## config.mk

```make
export PLATFORM = sky130hd
export DESIGN_NAME = mem_port_arbiter_flat
export DESIGN_NICKNAME = d
export VERILOG_FILES = /design/src/rtl/mem_port_arbiter_if.sv /design/src/rtl/mem_port_arbiter.sv /design/src/flat_wrapper.sv
export SDC_FILE = /design/constraint.sdc
export NUM_CORES = 1
export LEC_CHECK = 0
export BUFFER_PORTS_ARGS = -buffer_cell sky130_fd_sc_hd__buf_4
export CORE_MARGIN = 2
export CORE_UTILIZATION = 48
export CTS_BUF_LIST = sky130_fd_sc_hd__clkbuf_4 sky130_fd_sc_hd__clkbuf_8
export DETAILED_ROUTE_END_ITERATION = 16
export PLACE_DENSITY_LB_ADDON = 0.2
export SYNTH_ARGS = -nofsm -noshare
export SYNTH_HDL_FRONTEND = slang
export SYNTH_SLANG_ARGS = --single-unit
```

## constraint.sdc

```tcl
create_clock -name clk -period 2.3 [get_ports clk]
set_clock_uncertainty 0.2 [all_clocks]
set_input_delay 0.69 -clock clk [delete_from_list [all_inputs] [get_ports clk]]
set_output_delay 0.69 -clock clk [all_outputs]
set_load 0.01 [all_outputs]
```

## src/rtl/mem_port_arbiter_if.sv

```systemverilog
// Bundle of the fetch requester, load/store requester and memory-port signals around mem_port_arbiter.
// The slave modport is the arbiter's view; master is the surrounding environment's view.
interface mem_port_arbiter_if #(
  parameter int ADDR_W = 32,
  parameter int DATA_W = 32
);
  logic              if_req;
  logic [ADDR_W-1:0] if_addr;
  logic              if_done;
  logic              if_err;
  logic [DATA_W-1:0] if_rdata;

  logic              ls_req;
  logic              ls_we;
  logic [1:0]        ls_size;
  logic              ls_signed;
  logic [ADDR_W-1:0] ls_addr;
  logic [DATA_W-1:0] ls_wdata;
  logic              ls_done;
  logic              ls_err;
  logic [DATA_W-1:0] ls_rdata;

  logic              en_mem;
  logic [1:0]        W_R_mem;
  logic [1:0]        wordsize_mem;
  logic              sign_mem;
  logic [ADDR_W-1:0] addr_mem;
  logic [DATA_W-1:0] wdata_mem;
  logic [DATA_W-1:0] rdata_mem;
  logic              busy_mem;
  logic              done_mem;

  modport slave (
    input  if_req, if_addr,
    output if_done, if_err, if_rdata,
    input  ls_req, ls_we, ls_size, ls_signed, ls_addr, ls_wdata,
    output ls_done, ls_err, ls_rdata,
    output en_mem, W_R_mem, wordsize_mem, sign_mem, addr_mem, wdata_mem,
    input  rdata_mem, busy_mem, done_mem
  );

  modport master (
    output if_req, if_addr,
    input  if_done, if_err, if_rdata,
    output ls_req, ls_we, ls_size, ls_signed, ls_addr, ls_wdata,
    input  ls_done, ls_err, ls_rdata,
    input  en_mem, W_R_mem, wordsize_mem, sign_mem, addr_mem, wdata_mem,
    output rdata_mem, busy_mem, done_mem
  );
endinterface

```

## src/rtl/mem_port_arbiter.sv

```systemverilog
// Shares one data-memory port between instruction fetch (IF) and load/store (LS), one access at a time.
// Handshake: a requester holds req (and its fields) until its 1-cycle done pulse; the memory holds off new
// accesses with busy_mem (checked only when idle) and ends an access with a 1-cycle done_mem.
module mem_port_arbiter #(
  parameter int ADDR_W   = 32,
  parameter int DATA_W   = 32,
  parameter int MAX_WAIT = 4,
  parameter int TIMEOUT  = 255
) (
  input  logic               clk,
  input  logic               reset,
  mem_port_arbiter_if.slave  bus,
  output logic [1:0]         state_dbg   // 0 idle, 1 access, 2 release
);
  localparam int WAIT_W = $clog2(MAX_WAIT + 1);
  localparam int TMO_W  = $clog2(TIMEOUT + 1);

  typedef enum logic [1:0] {
    S_IDLE    = 2'd0,
    S_ACCESS  = 2'd1,
    S_RELEASE = 2'd2
  } state_t;

  state_t            state_q, state_d;
  logic              owner_ls_q, owner_ls_d;
  logic              en_mem_q, en_mem_d;
  logic [1:0]        w_r_q, w_r_d;
  logic [1:0]        wordsize_q, wordsize_d;
  logic              sign_q, sign_d;
  logic [ADDR_W-1:0] addr_q, addr_d;
  logic [DATA_W-1:0] wdata_q, wdata_d;
  logic              if_done_q, if_done_d;
  logic              if_err_q, if_err_d;
  logic              ls_done_q, ls_done_d;
  logic              ls_err_q, ls_err_d;
  logic [DATA_W-1:0] if_rdata_q, if_rdata_d;
  logic [DATA_W-1:0] ls_rdata_q, ls_rdata_d;
  logic [WAIT_W-1:0] wait_cnt_q, wait_cnt_d;
  logic [TMO_W-1:0]  tmo_cnt_q, tmo_cnt_d;
  logic              grant_ls;
  logic              finish;
  logic              timed_out;

  always_comb begin
    state_d    = state_q;
    owner_ls_d = owner_ls_q;
    en_mem_d   = en_mem_q;
    w_r_d      = w_r_q;
    wordsize_d = wordsize_q;
    sign_d     = sign_q;
    addr_d     = addr_q;
    wdata_d    = wdata_q;
    if_done_d  = 1'b0;
    if_err_d   = 1'b0;
    ls_done_d  = 1'b0;
    ls_err_d   = 1'b0;
    if_rdata_d = if_rdata_q;
    ls_rdata_d = ls_rdata_q;
    wait_cnt_d = wait_cnt_q;
    tmo_cnt_d  = tmo_cnt_q;
    grant_ls   = 1'b0;
    finish     = 1'b0;
    timed_out  = 1'b0;

    case (state_q)
      S_IDLE: begin
        if (!bus.busy_mem && (bus.if_req || bus.ls_req)) begin
          // LS normally wins; a starved IF is forced through once wait_cnt saturates.
          grant_ls   = bus.ls_req && !(bus.if_req && (wait_cnt_q == WAIT_W'(MAX_WAIT)));
          state_d    = S_ACCESS;
          owner_ls_d = grant_ls;
          en_mem_d   = 1'b1;
          tmo_cnt_d  = '0;
          if (grant_ls) begin
            w_r_d      = bus.ls_we ? 2'b10 : 2'b01;
            wordsize_d = (bus.ls_size == 2'b11) ? 2'b10 : bus.ls_size;
            sign_d     = bus.ls_signed;
            addr_d     = bus.ls_addr;
            wdata_d    = bus.ls_wdata;
            if (bus.if_req && (wait_cnt_q != WAIT_W'(MAX_WAIT)))
              wait_cnt_d = wait_cnt_q + WAIT_W'(1);
          end else begin
            w_r_d      = 2'b01;
            wordsize_d = 2'b10;
            sign_d     = 1'b0;
            addr_d     = bus.if_addr;
            wdata_d    = '0;
            wait_cnt_d = '0;
          end
        end
      end

      S_ACCESS: begin
        if (bus.done_mem) begin
          finish = 1'b1;
        end else if (tmo_cnt_q == TMO_W'(TIMEOUT - 1)) begin
          finish    = 1'b1;
          timed_out = 1'b1;
        end else begin
          tmo_cnt_d = tmo_cnt_q + TMO_W'(1);
        end

        if (finish) begin
          state_d   = S_RELEASE;
          en_mem_d  = 1'b0;
          w_r_d     = 2'b00;
          tmo_cnt_d = '0;
          if (owner_ls_q) begin
            ls_done_d = 1'b1;
            ls_err_d  = timed_out;
            if (!timed_out) ls_rdata_d = bus.rdata_mem;
          end else begin
            if_done_d = 1'b1;
            if_err_d  = timed_out;
            if (!timed_out) if_rdata_d = bus.rdata_mem;
          end
        end
      end

      S_RELEASE: state_d = S_IDLE;

      default: state_d = S_IDLE;
    endcase
  end

  always_ff @(posedge clk) begin
    if (reset) begin
      state_q    <= S_IDLE;
      owner_ls_q <= 1'b0;
      en_mem_q   <= 1'b0;
      w_r_q      <= 2'b00;
      wordsize_q <= 2'b00;
      sign_q     <= 1'b0;
      addr_q     <= '0;
      wdata_q    <= '0;
      if_done_q  <= 1'b0;
      if_err_q   <= 1'b0;
      ls_done_q  <= 1'b0;
      ls_err_q   <= 1'b0;
      if_rdata_q <= '0;
      ls_rdata_q <= '0;
      wait_cnt_q <= '0;
      tmo_cnt_q  <= '0;
    end else begin
      state_q    <= state_d;
      owner_ls_q <= owner_ls_d;
      en_mem_q   <= en_mem_d;
      w_r_q      <= w_r_d;
      wordsize_q <= wordsize_d;
      sign_q     <= sign_d;
      addr_q     <= addr_d;
      wdata_q    <= wdata_d;
      if_done_q  <= if_done_d;
      if_err_q   <= if_err_d;
      ls_done_q  <= ls_done_d;
      ls_err_q   <= ls_err_d;
      if_rdata_q <= if_rdata_d;
      ls_rdata_q <= ls_rdata_d;
      wait_cnt_q <= wait_cnt_d;
      tmo_cnt_q  <= tmo_cnt_d;
    end
  end

  assign bus.en_mem       = en_mem_q;
  assign bus.W_R_mem      = w_r_q;
  assign bus.wordsize_mem = wordsize_q;
  assign bus.sign_mem     = sign_q;
  assign bus.addr_mem     = addr_q;
  assign bus.wdata_mem    = wdata_q;
  assign bus.if_done      = if_done_q;
  assign bus.if_err       = if_err_q;
  assign bus.if_rdata     = if_rdata_q;
  assign bus.ls_done      = ls_done_q;
  assign bus.ls_err       = ls_err_q;
  assign bus.ls_rdata     = ls_rdata_q;
  assign state_dbg        = state_q;
endmodule

```

## src/flat_wrapper.sv

```systemverilog
// flat-port wrapper written by rule: the top's interface ports become plain ports
module mem_port_arbiter_flat 
#(
  parameter int ADDR_W   = 32,
  parameter int DATA_W   = 32,
  parameter int MAX_WAIT = 4,
  parameter int TIMEOUT  = 255
)
  (clk, reset, state_dbg, bus_if_req, bus_if_addr, bus_if_done, bus_if_err, bus_if_rdata, bus_ls_req, bus_ls_we, bus_ls_size, bus_ls_signed, bus_ls_addr, bus_ls_wdata, bus_ls_done, bus_ls_err, bus_ls_rdata, bus_en_mem, bus_W_R_mem, bus_wordsize_mem, bus_sign_mem, bus_addr_mem, bus_wdata_mem, bus_rdata_mem, bus_busy_mem, bus_done_mem);
  mem_port_arbiter_if #(.ADDR_W(ADDR_W), .DATA_W(DATA_W)) bus_i ();
  input  logic clk;
  input  logic reset;
  output logic [1:0] state_dbg;
  input wire logic [$bits(bus_i.if_req)-1:0] bus_if_req;
  input wire logic [$bits(bus_i.if_addr)-1:0] bus_if_addr;
  output wire logic [$bits(bus_i.if_done)-1:0] bus_if_done;
  output wire logic [$bits(bus_i.if_err)-1:0] bus_if_err;
  output wire logic [$bits(bus_i.if_rdata)-1:0] bus_if_rdata;
  input wire logic [$bits(bus_i.ls_req)-1:0] bus_ls_req;
  input wire logic [$bits(bus_i.ls_we)-1:0] bus_ls_we;
  input wire logic [$bits(bus_i.ls_size)-1:0] bus_ls_size;
  input wire logic [$bits(bus_i.ls_signed)-1:0] bus_ls_signed;
  input wire logic [$bits(bus_i.ls_addr)-1:0] bus_ls_addr;
  input wire logic [$bits(bus_i.ls_wdata)-1:0] bus_ls_wdata;
  output wire logic [$bits(bus_i.ls_done)-1:0] bus_ls_done;
  output wire logic [$bits(bus_i.ls_err)-1:0] bus_ls_err;
  output wire logic [$bits(bus_i.ls_rdata)-1:0] bus_ls_rdata;
  output wire logic [$bits(bus_i.en_mem)-1:0] bus_en_mem;
  output wire logic [$bits(bus_i.W_R_mem)-1:0] bus_W_R_mem;
  output wire logic [$bits(bus_i.wordsize_mem)-1:0] bus_wordsize_mem;
  output wire logic [$bits(bus_i.sign_mem)-1:0] bus_sign_mem;
  output wire logic [$bits(bus_i.addr_mem)-1:0] bus_addr_mem;
  output wire logic [$bits(bus_i.wdata_mem)-1:0] bus_wdata_mem;
  input wire logic [$bits(bus_i.rdata_mem)-1:0] bus_rdata_mem;
  input wire logic [$bits(bus_i.busy_mem)-1:0] bus_busy_mem;
  input wire logic [$bits(bus_i.done_mem)-1:0] bus_done_mem;
  assign bus_i.if_req = bus_if_req;
  assign bus_i.if_addr = bus_if_addr;
  assign bus_if_done = bus_i.if_done;
  assign bus_if_err = bus_i.if_err;
  assign bus_if_rdata = bus_i.if_rdata;
  assign bus_i.ls_req = bus_ls_req;
  assign bus_i.ls_we = bus_ls_we;
  assign bus_i.ls_size = bus_ls_size;
  assign bus_i.ls_signed = bus_ls_signed;
  assign bus_i.ls_addr = bus_ls_addr;
  assign bus_i.ls_wdata = bus_ls_wdata;
  assign bus_ls_done = bus_i.ls_done;
  assign bus_ls_err = bus_i.ls_err;
  assign bus_ls_rdata = bus_i.ls_rdata;
  assign bus_en_mem = bus_i.en_mem;
  assign bus_W_R_mem = bus_i.W_R_mem;
  assign bus_wordsize_mem = bus_i.wordsize_mem;
  assign bus_sign_mem = bus_i.sign_mem;
  assign bus_addr_mem = bus_i.addr_mem;
  assign bus_wdata_mem = bus_i.wdata_mem;
  assign bus_i.rdata_mem = bus_rdata_mem;
  assign bus_i.busy_mem = bus_busy_mem;
  assign bus_i.done_mem = bus_done_mem;
  mem_port_arbiter #(.ADDR_W(ADDR_W), .DATA_W(DATA_W), .MAX_WAIT(MAX_WAIT), .TIMEOUT(TIMEOUT)) u_core (.clk(clk), .reset(reset), .bus(bus_i), .state_dbg(state_dbg));
endmodule
```

==> results of run 1 <==
==> cells in the mapped netlist, drive strengths merged <==
cell / instances
ha: 4
or3: 3
nand4b: 1
o311ai: 1
and2: 4
nand2b: 1
a21bo: 2
a22oi: 34
nor3: 4
a21o: 2
and4: 1
a21oi: 76
a211oi: 4
nor4: 2
nor3b: 1
a311oi: 32
nand2: 200
o21bai: 2
o21a: 1
inv: 7
nor2b: 2
buf: 29
o21ai: 5
dfxtp: 152
xnor2: 4
nand3: 5
clkbuf: 23
nor2: 74
nand3b: 3
nand4: 2
and3: 3
==> state kept, by name (all words and copies together) (netlist names), 3 cells and up <==
| name | count |
|---|---|
| u_core.tmo_cnt_q | 8 |
| u_core.bus.addr_mem | 32 |
| u_core.bus.ls_rdata | 32 |
| u_core.bus.if_rdata | 32 |
| u_core.wait_cnt_q | 3 |
| u_core.bus.wdata_mem | 32 |
==> metal layers <==
layer	routed length [µm]	up-vias	global-route usage
li1	-	2826	-
met1	6750	2720	0.300
met2	8380	250	0.437
met3	1270	31	0.0712
met4	359	0	0.104
met5	0	-	0
==> where the power goes <==
group / total (mW) / internal (mW) / switching (mW)
Combinational: 0.812 / 0.417 / 0.395
Sequential: 2.81 / 2.74 / 0.0719
Clock: 2.04 / 1.11 / 0.930
Total: 5.67 / 4.27 / 1.40
==> worst max-delay path by stage <==
stage                             start                      end  slack (ns)  cells past startpoint
floorplan                    bus_ls_req      u_core.tmo_cnt_q[0]        0.36                      5
global placement           bus_busy_mem      u_core.tmo_cnt_q[4]        0.17                      5
detailed placement         bus_busy_mem  u_core.bus.addr_mem[20]        0.09                      6
CTS                 u_core.state_dbg[1]             state_dbg[1]        0.18                      1
global route        u_core.state_dbg[1]             state_dbg[1]        0.14                      1
finish              u_core.state_dbg[1]             state_dbg[1]        0.20                      1
==> cells by family (layout without fill, tap and decap cells) <==
logic type | count (synthesis) | count (layout) | synth area share
AO/OA/AOI/OAI | 159 | 159 | 0.183
XOR/XNOR | 4 | 4 | 0.00611
adder cells (fa/ha/maj) | 4 | 4 | 0.00872
buffers and inverters | 59 | 328 | 0.0539
flip-flops | 152 | 152 | 0.530
AND/OR/NAND/NOR | 306 | 306 | 0.218
==> worst min-delay path: stages, from the launching register on <==
cell and delay [ns]:
dfxtp_1 0.31, nand2_1 0.05, a21oi_1 0.05
==> final cells by class <==
cell class                      count  area (µm²)
Clock buffer                       24         312
Inverter                            7        26.3
Tap cell                          143         179
Multi-Input combinational cell    473        2390
Timing Repair Buffer              289        2270
Clock inverter                      8        93.8
Sequential cell                   152        3040
Fill cell                         902        3250
==> metrics by stage <==
step | utilization | hold slack [ns] | power (mW)
after floorplan | - | 0.241 | 3.23
after global placement | 0.684 | 0.242 | 3.66
after detailed placement | 0.684 | 0.249 | 3.69
after CTS | 0.719 | 0.259 | 5.71
after global routing | 0.719 | 0.265 | 5.89
final | 0.719 | 0.257 | 5.67
==> out/metrics.cfg, run 1 <==
[worst_setup_path]
critPathTopFamily=flip-flops
worstPathArrival_ns=1.21
critical_path.endpoint_type=output port
reg2reg_slack_ns=0.33
crit_buf_inv=1
path_cells=buf_4
r2r_end=u_core.tmo_cnt_q[5]
worst-path-max-fanout=8
max_stage_delay_ns=0.57
cp_slowest_cell=dfxtp_1
crit_type=flip-flop to output port
start_kind=flip-flop
crit_required_ns=1.41
r2r_start=u_core.tmo_cnt_q[0]
reg2reg_depth=6

[global_route]
track_usage=0.254
grt_max_degree=71
grt_pass1_wl_um=26400
overflow=0
grt_pass1_vias=5648
antenna_found_initial=0

[clocking]
cts.sinks=152
worstSkewPairLatency_ns=0.43
cts_tree=built
h-tree-depth=4
cts_setup_buffers=0
cts-root-buf=clkbuf_8
clkTransAtPathRegs_ns=0.08
cts_made_buffers=17
clock_path_buffers=2
postCtsResizedCells=0
hold_buffers=0

[timing]
max_slew_margin=0.691
slew_viol_final=0
period_needed_ns=2.10
rsz0062_at_grt=false
period_share=0.911
setup_violations=0
finalSetupTns_ns=0
hold_viol=0
tightest_slew_ns=0.462
layout_setup_ws_ns=0.204
max_freq_mhz=477

[layout]
nets=1082
antenna_cells=0
mostFrequentLayoutCells=buf_4 (281), nand2_1 (200), dfxtp_1 (152), a21oi_1 (76), nor2_1 (74)
syn_to_final_growth_pct=45.0
instances_no_fill=1096
drive_gt1_frac=0.346
final_common_cell=buf_4
fin_area_mm2=0.00832

[yosys]
syn-num-nets=826
synth_area_leaders=dfxtp_1 (53%), nand2_1 (13%), a21oi_1 (6.6%)
ys_warn_count=0
avgSynthCellArea_um2=8.39
yosysTopAreaCellShare=0.530
synth_area_mm2=0.00574
synth-seq-area-share=0.530
synth_cell_types=36
ys_ff_latch=152
yosysTopAreaCell=dfxtp_1
netlist_instances=684

[status]
outcome=finished, final reports clean

[floorplanning]
core-area_mm2=0.0116
pin_count=278
die_area_mm2=0.0128
initial_core_util=0.496
fp-row-count=39
die-height_um=113
die_w_um=113

[hold_path]
holdPathStages=2
hold_start=u_core.bus.if_rdata[9]
hold_end=u_core.bus.if_rdata[9]
hold_class=flip-flop to flip-flop

[pwr]
p_leak_nw=3.62
peakVddDrop_uv=439
powerDensity_mw_per_mm2=681

[detailed_routing]
wire_per_inst_um=15.3
via_count=5827
drt_iter0_drc=491
drc=0
dr.pass1.iters=6
wirelength_um=16800
final_antenna_net_count=0
vias_per_cell=5.32

[place]
dpl.cell_count=1064
place_ws_ns=0.0948
io_buffers=277
globalplace.congestion=0.881
place_area_mm2=0.00791
post-dp-hpwl_um=12100

[flow_run]
maxCapViolations=0

Power figures use the tool's default switching activity.
==> inputs of run 2 (changes only) <==
==> constraint.sdc (replaced) <==
create_clock -name clk -period 2.3 [get_ports clk]
set_clock_uncertainty 0.2 [all_clocks]
set_input_delay 0.345 -clock clk [delete_from_list [all_inputs] [get_ports clk]]
set_output_delay 0.345 -clock clk [all_outputs]
set_load 0.01 [all_outputs]
==> out/metrics.cfg, run 2 (synthesized netlist as in run 1, its figures left out) <==
[timing]
setup_violations=0  ; unchanged
finalHoldWorstSlack_ns=0.0469  ; -0.210 ns
max_freq_mhz=482  ; +1.0%
period_needed_ns=2.07  ; -0.0212 ns
rsz0062_at_grt=false
max_slew_margin=0.526  ; -0.165
finalSetupTns_ns=0  ; unchanged
hold_viol=0  ; unchanged
slew_viol_final=0  ; unchanged
tightest_slew_ns=0.711  ; +0.249 ns
period_share=0.902  ; -0.00922

[worst_setup_path]
start_kind=flip-flop
r2r_start=u_core.state_dbg[1]
critical_path.endpoint_type=flip-flop
reg2reg_depth=5  ; -1
crit_required_ns=2.42  ; +1.01 ns
reg2reg_slack_ns=0.23  ; -0.10 ns
worstPathArrival_ns=2.19  ; +0.98 ns
worst-path-max-fanout=24  ; +16
crit_type=flip-flop to flip-flop
r2r_end=u_core.bus.sign_mem

[clocking]
cts-root-buf=clkbuf_8
h-tree-depth=4  ; unchanged
cts_setup_buffers=0  ; unchanged
hold_buffers=132  ; +132
cts_made_buffers=17  ; unchanged
cts.sinks=152  ; unchanged
cts_tree=built
clock_path_buffers=2  ; unchanged
postCtsResizedCells=0  ; unchanged
worstSkewPairLatency_ns=0.45  ; +0.02 ns
clkTransAtPathRegs_ns=0.08  ; about the same

[layout]
mostFrequentLayoutCells=buf_4 (284), nand2_1 (200), dfxtp_1 (152), dlygate4sd3_1 (132), a21oi_1 (76)
final_common_cell=buf_4
fin_area_mm2=0.00964  ; +16%
fillers=632  ; -30%
syn_to_final_growth_pct=68.1
instances_no_fill=1227  ; +12%
final_core_util=0.834  ; +0.115
nets=1213  ; +12%
drive_gt1_frac=0.303  ; -0.0434

[pwr]
p_leak_nw=4.17  ; +15%
powerDensity_mw_per_mm2=645  ; -5.3%
peakVddDrop_uv=409  ; -6.8%

[global_route]
overflow=0  ; unchanged
grt_max_degree=73  ; +2.8%
track_usage=0.325  ; +0.0704
grt_pass1_wl_um=32900  ; +24%
antenna_found_initial=0  ; unchanged
grt_pass1_vias=6641  ; +18%

[detailed_routing]
dr.pass1.iters=5  ; -1
drc=0  ; unchanged
wire_per_inst_um=17.7  ; +16%
drt_iter0_drc=614  ; +25%
via_count=6769  ; +16%
wirelength_um=21700  ; +29%
final_antenna_net_count=0  ; unchanged
vias_per_cell=5.52  ; +3.8%

[flow_run]
maxCapViolations=0  ; unchanged

[place]
globalplace.congestion=0.872  ; -1.0%
dpl.cell_count=1063  ; -0.094%
io_buffers=277  ; unchanged
place_area_mm2=0.00786  ; -0.73%
post-dp-hpwl_um=12000  ; -1.4%

[floorplanning]
die_w_um=113  ; unchanged
initial_core_util=0.496  ; unchanged
die_area_mm2=0.0128  ; unchanged
die-height_um=113  ; unchanged
pin_count=278  ; unchanged
core-area_mm2=0.0116  ; unchanged
fp-row-count=39  ; unchanged

[hold_path]
hold_class=primary input to flip-flop
hold_start=bus_if_req
holdPathStages=3  ; +1
hold_end=u_core.wait_cnt_q[1]

[status]
outcome=finished, final reports clean

## run 2: area by class of cell
cell class	count	area, µm²	share of cell area
well taps	143	179	0.0186
inverters	7	26.3	0.00272
clock inverters	8	168	0.0174
repair buffers	420	3530	0.366
flip-flops and latches	152	3040	0.316
multi-input cells	473	2390	0.248
clock buffers	23	298	0.0309
diodes	1	2.50	0.000259
## run 2: worst max path at each step
stage | startpoint | slack, ns | endpoint | cells after the start
CTS | u_core.tmo_cnt_q[0] | 0.35 | u_core.tmo_cnt_q[0] | 6
global placement | bus_if_req | 0.44 | u_core.bus.wdata_mem[16] | 5
floorplan | u_core.wait_cnt_q[0] | 0.61 | u_core.bus.addr_mem[24] | 8
detailed placement | bus_if_req | 0.35 | u_core.bus.wdata_mem[5] | 5
finish | u_core.state_dbg[1] | 0.23 | u_core.bus.sign_mem | 5
global route | u_core.state_dbg[1] | 0.13 | u_core.bus.addr_mem[28] | 5
## run 2: metrics by stage
step	total power [mW]	worst slack (ns)
final	6.22	0.225
after global routing	6.41	0.130
after CTS	6.17	0.346
after detailed placement	3.67	0.353
after global placement	3.64	0.436
after floorplan	3.23	0.611
## run 2: critical path, stage by stage, from the launching register on
cell     delay, ns
dfxtp_1       0.42
nor3_4        0.32
o21ai_2       0.27
buf_4         0.30
a22oi_1       0.31
nor2_1        0.12
## run 2: power by group
part / internal, mW / switching, mW
clock: 1.41 / 0.958
sequential: 2.74 / 0.0784
combinational: 0.552 / 0.484
## run 2: metal layers
metal | GRT usage | up-vias | share of wire
met3 | 0.0782 | 92 | 0.081
li1 | - | 3088 | -
met1 | 0.354 | 3167 | 0.36
met2 | 0.560 | 422 | 0.50
met4 | 0.218 | 0 | 0.055
met5 | 0 | - | 0
